$ cat src/rtl/valve_scheduler.sv
`default_nettype none
// ============================================================================
//  Module      : valve_scheduler
//  Description : Round-robin arbiter sharing one water supply among N_ZONES
//                sensor-driven valves. Grants one zone at a time for a fixed
//                dose of OPEN_CYC cycles, then holds all valves closed for
//                REST_CYC cycles before the next grant.
//                Optional macro VALVE_SCHED_EXTEND_EN enables up to MAX_EXT
//                dose extensions while the granted zone keeps requesting.
//  Revision    : 1.0  initial release
// ============================================================================
module valve_scheduler #(
  parameter int N_ZONES  = 4,
  parameter int ZW       = 2,
  parameter int OPEN_CYC = 8,
  parameter int REST_CYC = 2,
  parameter int MAX_EXT  = 1
) (
  input  logic               clk,
  input  logic               rst,
  input  logic               enable,
  input  logic [N_ZONES-1:0] sensor,
  output logic [N_ZONES-1:0] valve,
  output logic [ZW-1:0]      zone,
  output logic               busy,
  output logic               done
);

  // One shared down-counter serves both OPEN and REST, so it is sized for the longer phase.
  localparam int c_cnt_max = (OPEN_CYC > REST_CYC) ? OPEN_CYC : REST_CYC;
  localparam int c_cnt_w   = (c_cnt_max > 1) ? $clog2(c_cnt_max) : 1;
  localparam logic [c_cnt_w-1:0] c_open_ld = c_cnt_w'(OPEN_CYC - 1);
  localparam logic [c_cnt_w-1:0] c_rest_ld = c_cnt_w'(REST_CYC - 1);
  localparam logic [N_ZONES-1:0] c_one     = N_ZONES'(1);
  localparam logic [ZW-1:0]      c_last    = ZW'(N_ZONES - 1);

  typedef enum logic [1:0] {
    S_IDLE = 2'd0,
    S_OPEN = 2'd1,
    S_REST = 2'd2
  } state_t;

  state_t               r_state, w_state_nxt;
  logic [c_cnt_w-1:0]   r_cnt, w_cnt_nxt;
  logic [N_ZONES-1:0]   r_valve, w_valve_nxt;
  logic [ZW-1:0]        r_zone, w_zone_nxt;
  logic [ZW-1:0]        r_ptr, w_ptr_nxt;
  logic                 r_busy, w_busy_nxt;
  logic                 r_done, w_done_nxt;

  logic                 w_found;
  logic [ZW-1:0]        w_sel;
  logic [ZW-1:0]        w_zone_inc;

`ifdef VALVE_SCHED_EXTEND_EN
  localparam int c_ext_w = (MAX_EXT > 0) ? $clog2(MAX_EXT + 1) : 1;
  localparam logic [c_ext_w-1:0] c_ext_max = c_ext_w'(MAX_EXT);
  logic [c_ext_w-1:0]   r_ext, w_ext_nxt;
`else
  // Extension limit has no meaning without the extension logic.
  logic                 w_unused_max_ext;
  assign w_unused_max_ext = (MAX_EXT != 0);
`endif

  // Zone that just finished moves to lowest priority for the next scan.
  assign w_zone_inc = (r_zone == c_last) ? '0 : r_zone + 1'b1;

  // Scan requests upward from the round-robin pointer, wrapping at N_ZONES.
  always_comb begin : p_scan
    logic [ZW:0] sum;
    sum     = '0;
    w_found = 1'b0;
    w_sel   = '0;
    for (int i = 0; i < N_ZONES; i++) begin
      sum = {1'b0, r_ptr} + (ZW+1)'(i);
      if (sum >= (ZW+1)'(N_ZONES)) sum = sum - (ZW+1)'(N_ZONES);
      if (!w_found && sensor[sum[ZW-1:0]]) begin
        w_found = 1'b1;
        w_sel   = sum[ZW-1:0];
      end
    end
  end

  // Next-state and registered-output computation for the IDLE/OPEN/REST sequence.
  always_comb begin
    w_state_nxt = r_state;
    w_cnt_nxt   = r_cnt;
    w_valve_nxt = r_valve;
    w_zone_nxt  = r_zone;
    w_ptr_nxt   = r_ptr;
    w_busy_nxt  = r_busy;
    w_done_nxt  = 1'b0;
`ifdef VALVE_SCHED_EXTEND_EN
    w_ext_nxt   = r_ext;
`endif
    case (r_state)
      S_IDLE: begin
        w_valve_nxt = '0;
        w_busy_nxt  = 1'b0;
        if (enable && w_found) begin
          w_state_nxt = S_OPEN;
          w_zone_nxt  = w_sel;
          w_valve_nxt = c_one << w_sel;
          w_busy_nxt  = 1'b1;
          w_cnt_nxt   = c_open_ld;
`ifdef VALVE_SCHED_EXTEND_EN
          w_ext_nxt   = '0;
`endif
        end
      end
      S_OPEN: begin
        // Dose runs to completion regardless of the requesting sensor; only enable aborts it.
        if (enable && (r_cnt != '0)) begin
          w_cnt_nxt = r_cnt - 1'b1;
        end
`ifdef VALVE_SCHED_EXTEND_EN
        else if (enable && sensor[r_zone] && (r_ext < c_ext_max)) begin
          w_cnt_nxt = c_open_ld;
          w_ext_nxt = r_ext + 1'b1;
        end
`endif
        else begin
          w_state_nxt = S_REST;
          w_valve_nxt = '0;
          w_cnt_nxt   = c_rest_ld;
          w_done_nxt  = 1'b1;
          w_ptr_nxt   = w_zone_inc;
        end
      end
      S_REST: begin
        w_valve_nxt = '0;
        if (r_cnt == '0) begin
          w_state_nxt = S_IDLE;
          w_busy_nxt  = 1'b0;
        end else begin
          w_cnt_nxt = r_cnt - 1'b1;
        end
      end
      default: begin
        w_state_nxt = S_IDLE;
        w_valve_nxt = '0;
        w_busy_nxt  = 1'b0;
        w_cnt_nxt   = '0;
      end
    endcase
  end

  // State and output registers with asynchronous active-low reset.
  always_ff @(posedge clk or negedge rst) begin
    if (!rst) begin
      r_state <= S_IDLE;
      r_cnt   <= '0;
      r_valve <= '0;
      r_zone  <= '0;
      r_ptr   <= '0;
      r_busy  <= 1'b0;
      r_done  <= 1'b0;
    end else begin
      r_state <= w_state_nxt;
      r_cnt   <= w_cnt_nxt;
      r_valve <= w_valve_nxt;
      r_zone  <= w_zone_nxt;
      r_ptr   <= w_ptr_nxt;
      r_busy  <= w_busy_nxt;
      r_done  <= w_done_nxt;
    end
  end

`ifdef VALVE_SCHED_EXTEND_EN
  // Extension count for the current grant.
  always_ff @(posedge clk or negedge rst) begin
    if (!rst) r_ext <= '0;
    else      r_ext <= w_ext_nxt;
  end
`endif

  assign valve = r_valve;
  assign zone  = r_zone;
  assign busy  = r_busy;
  assign done  = r_done;

endmodule
`default_nettype wire
$ cat config.mk
export PLATFORM = sky130hd
export DESIGN_NAME = valve_scheduler
export DESIGN_NICKNAME = d
export VERILOG_FILES = /design/src/rtl/valve_scheduler.sv
export SDC_FILE = /design/constraint.sdc
export NUM_CORES = 1
export LEC_CHECK = 0
export CORE_ASPECT_RATIO = 0.75
export CORE_MARGIN = 3
export CORE_UTILIZATION = 25
export CTS_BUF_LIST = sky130_fd_sc_hd__clkbuf_8
export DETAILED_ROUTE_END_ITERATION = 12
export PLACE_DENSITY_LB_ADDON = 0.1
export SYNTH_ARGS = -nofsm -noshare
export SYNTH_HDL_FRONTEND = slang
export SYNTH_SLANG_ARGS = --single-unit
$ cat constraint.sdc
create_clock -name clk -period 2.8 [get_ports clk]
set_input_delay 0.56 -clock clk [delete_from_list [all_inputs] [get_ports clk]]
set_output_delay 0.56 -clock clk [all_outputs]
set_load 0.01 [all_outputs]
Yosys cells after proc, flatten, opt, wreduce, memory -nomap -nowiden
Index checks and enable logic that the tools add are counted.
{"block": "totals", "reg_bits": 15, "latch_bits": 0, "ramBits": 0, "romBits": 0, "input_bits": 7, "out_inout_bits": 8, "elab_cells": 87, "mem_count": 0}
{"block": "classes", "n_addsub": 9, "n_mul": 0, "div_mod_pow": 0, "n_lt_le_gt_ge": 8, "eq_ne": 7, "shifts": 1, "muxes": 37, "bitwise": 2, "reduce_logical": 16}
{"cell": "2-bit two-way mux", "n": 12}
{"cell": "2-bit by 3-bit < comparator with 1-bit output (second input constant)", "n": 4}
{"cell": "1-bit two-way mux", "n": 12}
{"cell": "3-bit >= comparator (second input constant)", "n": 3}
{"cell": "3-bit two-way mux", "n": 3}
{"cell": "3-bit one-hot mux with 3 select lines", "n": 1}
{"cell": "1-bit binary-select mux with 2-bit select", "n": 4}
{"cell": "4-bit two-way mux", "n": 2}
{"cell": "2-bit inequality test (second input constant)", "n": 4}
{"cell": "4-bit one-hot mux with 2 select lines", "n": 1}
{"cell": "2-bit AND reduction", "n": 4}
{"cell": "2-bit by 1-bit subtractor with 2-bit output (second input constant)", "n": 4}
{"cell": "2-bit by 2-bit adder with 3-bit output (second input constant)", "n": 2}
{"cell": "2-bit one-hot mux with 3 select lines", "n": 1}
{"cell": "1-bit logical AND", "n": 5}
{"cell": "2-bit == test (second input constant)", "n": 2}
{"cell": "1-bit by 2-bit left shift with 4-bit output (first input constant)", "n": 1}
{"cell": "2-bit by 1-bit adder with 3-bit output (second input constant)", "n": 1}
{"cell": "2-bit by 3-bit >= comparator with 1-bit output (second input constant)", "n": 1}
{"cell": "1-bit zero test", "n": 3}
{"cell": "3-bit zero test", "n": 1}
{"cell": "1-bit one-hot mux with 3 select lines", "n": 1}
{"cell": "3-bit AND reduction", "n": 1}
{"cell": "3-bit nonzero test", "n": 1}
{"cell": "5 further kinds", "n": 6}

Depth between registers and ports, before layout
{"block": "depth", "depth_word": 17, "depth_mapped": 6, "mapped_depth_nobuf": 6}

Worst setup path before layout
No wires, ideal clock.
{"block": "synth_timing", "path_kind": "input port to flip-flop", "from": "in sensor[0]", "to": "reg r_cnt[2]", "setup_time_ns": 0.145, "arrival_ns": 1.421, "required_time_ns": 2.655, "path_slack_ns": 1.235, "path_stages": 4, "n_path_buf": 0, "path_cell_list": "o41ai_4 -> nor2_2 -> a2111oi_2 -> a211oi_1"}
{"block": "synth_via", "elab_chain_cells": 15, "word_cells_on_any_way": 21, "classes_between": "1 x eq/ne; 12 x mux; 8 x reduce/logical"}
{"item": "start: declaration", "line_no": "22", "text": "input logic [N_ZONES-1:0] sensor,"}
{"item": "1-bit binary-select mux with 2-bit select", "line_no": "77", "text": "if (!w_found && sensor[sum[ZW-1:0]]) begin"}
{"item": "1-bit two-way mux (implied by the code)", "line_no": "77"}
{"item": "1-bit two-way mux", "line_no": "77"}
{"item": "1-bit zero test", "line_no": "77"}
{"item": "1-bit logical AND", "line_no": "77"}
{"item": "1-bit two-way mux", "line_no": "77"}
{"item": "1-bit zero test", "line_no": "77"}
{"item": "1-bit logical AND", "line_no": "77"}
{"item": "1-bit two-way mux", "line_no": "77"}
{"item": "1-bit zero test", "line_no": "77"}
{"item": "1-bit logical AND", "line_no": "77"}
{"item": "1-bit two-way mux *", "line_no": "77"}
{"item": "1-bit logical AND *", "line_no": "100", "text": "if (enable && w_found) begin"}
{"item": "2-bit inequality test (no source line) *"}
{"item": "2-bit AND reduction (no source line) *"}
{"item": "end signal: assignment", "line_no": "160", "text": "r_cnt <= w_cnt_nxt;"}
{"item": "end: declaration", "line_no": "44", "text": "logic [c_cnt_w-1:0] r_cnt, w_cnt_nxt;"}
Every way passes the cells marked *; elsewhere a longest branch is shown, timed or not. The select of a mux whose other input is x is not followed.
A chain may end at the register's enable or synchronous reset.

Final worst setup path
{"block": "layout_timing", "from": "in enable", "to": "reg r_zone[0], in the netlist zone[0]"}
{"block": "layout_via", "elab_chain_cells": 2}
{"item": "start: declaration", "line_no": "21", "text": "input logic enable,"}
{"item": "1-bit logical AND", "line_no": "100"}
{"item": "2-bit AND reduction (no source line)"}
{"item": "end signal: assignment", "line_no": "162", "text": "r_zone <= w_zone_nxt;"}
{"item": "end: declaration", "line_no": "46", "text": "logic [ZW-1:0] r_zone, w_zone_nxt;"}
Every way passes these cells.

==> flow_summary.ini <==
[pwr]
p_per_area_nw_per_um2 = 997
ir_worst_vdd_mv = 0.479
leakage_uw = 0.000442
power_uw = 1060

[cts]
clock_latency_ns = 0.25
numCtsBuffers = 3
cts_sinks = 15
cts.repair.resized = 0
path_clk_slew_ns = 0.07
htree_levels = 1
cts_tree = done
postCtsHoldBufs = 0
cts_setup_buffers = 0
clockRootBuffer = clkbuf_8
clock_path_buffers = 2

[synth]
netlist_area_um2 = 838
syn-num-nets = 88
synth.top_cell.area_share = 0.448
synthCells = 78
ys_types = 33
yosys.area.top_type = dfrtp_1
avgSynthCellArea_um2 = 10.7
yosys_warnings = 0
ys_seq_area_frac = 0.448
synthTopCellsByArea = dfrtp_1, a32o_1, ha_1, mux2_2, o41ai_4
synth-seq-cells = 15

[grt]
antenna_found_initial = 0
grt_max_degree = 16
grt_pass1_vias = 623
grt_pass1_wl_um = 3040
grt_use_total = 0.0972
grt_overflow = 0

[timing]
tns_ns = 0
final.setup_skew_ns = 0.00397
slew_viol_final = 0
worst_pin_slew_ns = 0.700
hold_viol_final = 0
holdWs_ns = 0.499
fin_crit_ns = 1.97
rsz0062_at_grt = false
timing.final.crit_share = 0.705
setup_viol = 0
fmax_ghz = 0.507
max_slew_margin = 0.532

[worst_setup_path]
critPathRequiredTime_ns = 2.94
criticalPathCategory = in -> reg
start_kind = primary input
cp_max_fo = 7
worst-r2r-setup-slack_ns = 1.15
worstPathArrival_ns = 2.11
cp-end-kind = register

[floorplanning]
die_area_um2 = 4090
rows = 17
start_util = 0.274
dieWidth_um = 72.9
core-area_um2 = 3060
die_h_um = 56.2
io-pin-count = 15

[place]
io_buffers = 14
place_area_um2 = 1020
globalplace.congestion = 0.712
dpl.hpwl_um = 1340

[layout]
drive_gt1_frac = 0.138
diodes = 0
num-nets-final = 105
finalInstanceArea_um2 = 1070
synthToLayoutAreaGrowth_pct = 27.3
fin_util = 0.348

[detailed_routing]
final_antenna_net_count = 0
vias = 655
wire_per_inst_um = 14.0
dr.pass1.iters = 4
routed_wirelength_um = 1850
drc_errors = 0
viasPerCell = 4.96
drt_iter0_drc = 23

[run_status]
status = finished, final reports clean

[hold_path]
min_path_type = reg -> reg

[job]
maxCapViolations = 0
==> power breakdown <==
group | leakage (µW) | internal, µW | switching (µW)
Clock | 0.0000217 | 100 | 83.1
Sequential | 0.000188 | 303 | 112
Combinational | 0.000232 | 250 | 217
==> path summary, 6_finish.rpt <==
| path | end | cells after the start | from |
|---|---|---|---|
| setup reg to reg | r_ptr[0] | 5 | r_cnt[0] |
| min in group asynchronous | valve[2] | 1 | rst |
| setup / recovery | zone[0] | 4 | enable |
| max in group asynchronous | r_cnt[1] | 1 | rst |
| hold / removal | valve[1] | 1 | valve[1] |
| hold reg to reg | valve[1] | 1 | valve[1] |
==> placed cells by master (no fill, tap or decap), types with 3 or more instances in the layout <==
cell type	instances
o21ai_0	3
dfrtp_1	15
nor2_1	5
mux2_2	3
clkbuf_8	3
inv_1	5
clkdlybuf4s50_1	14
a32o_1	4
ha_1	3
nand2_1	5
nand2b_1	3
==> cell usage after synthesis <==
cell type  count
dfrtp_1       15
inv_1          5
nand2_1        5
nor2_1         5
a32o_1         4
ha_1           3
mux2_2         3
nand2b_1       3
o21ai_0        3
a31oi_1        2
clkbuf_1       2
nor2b_1        2
nor3b_1        2
o211a_1        2
o211ai_1       2
o21bai_1       2
xnor2_1        2
a2111oi_2      1
a211oi_1       1
a21o_1         1
a21oi_1        1
a21oi_2        1
a221oi_1       1
a222oi_1       1
mux2i_1        1
nand3_1        1
nor2_2         1
nor3_1         1
nor3_2         1
o21a_1         1
o22ai_1        1
o41ai_4        1
or2_2          1
==> per-layer routing <==
layer | share of wire | vias up | GRT usage
met5 | 0 | - | 0
met4 | 0.0032 | 0 | 0.0158
met3 | 0.055 | 2 | 0.0469
met2 | 0.37 | 12 | 0.113
met1 | 0.57 | 316 | 0.156
li1 | - | 325 | -
==> registers in the layout (all words and copies together) (netlist names) <==
| name | cells |
|---|---|
| r_cnt | 3 |
| busy | 1 |
| done | 1 |
| zone | 2 |
| valve | 4 |
| r_ptr | 2 |
| r_state | 2 |
==> through the flow <==
stage | setup slack [ns] | instances
after global routing | 0.752 | 132
after detailed placement | 0.550 | 128
after CTS | 0.815 | 132
after floorplan | 1.23 | 78
final | 0.827 | 132
after global placement | 0.598 | 128
==> cells by family after synthesis <==
family / after synthesis / share of synthesized area
xor gates and xnor gates: 2 / 0.0209
adders and majority gates: 3 / 0.0448
buffers and inverters: 7 / 0.0313
muxes: 4 / 0.0522
and+or+nand+nor: 22 / 0.139
AOI/OAI and AO/OA: 25 / 0.264
DFF: 15 / 0.448
==> cell type report <==
type,count,area (µm²)
Inverter,5,18.8
Timing Repair Buffer,14,140
Sequential cell,15,375
Clock buffer,3,41.3
Clock inverter,1,7.51
Fill cell,314,2000
Multi-Input combinational cell,56,437
Tap cell,38,47.5
==> critical path, stage by stage <==
cell and delay (ns):
clkdlybuf4s50_1 0.62, o41ai_4 0.15, nor3_2 0.38, mux2_2 0.39
No activity file was read; power rests on OpenSTA's default activity.
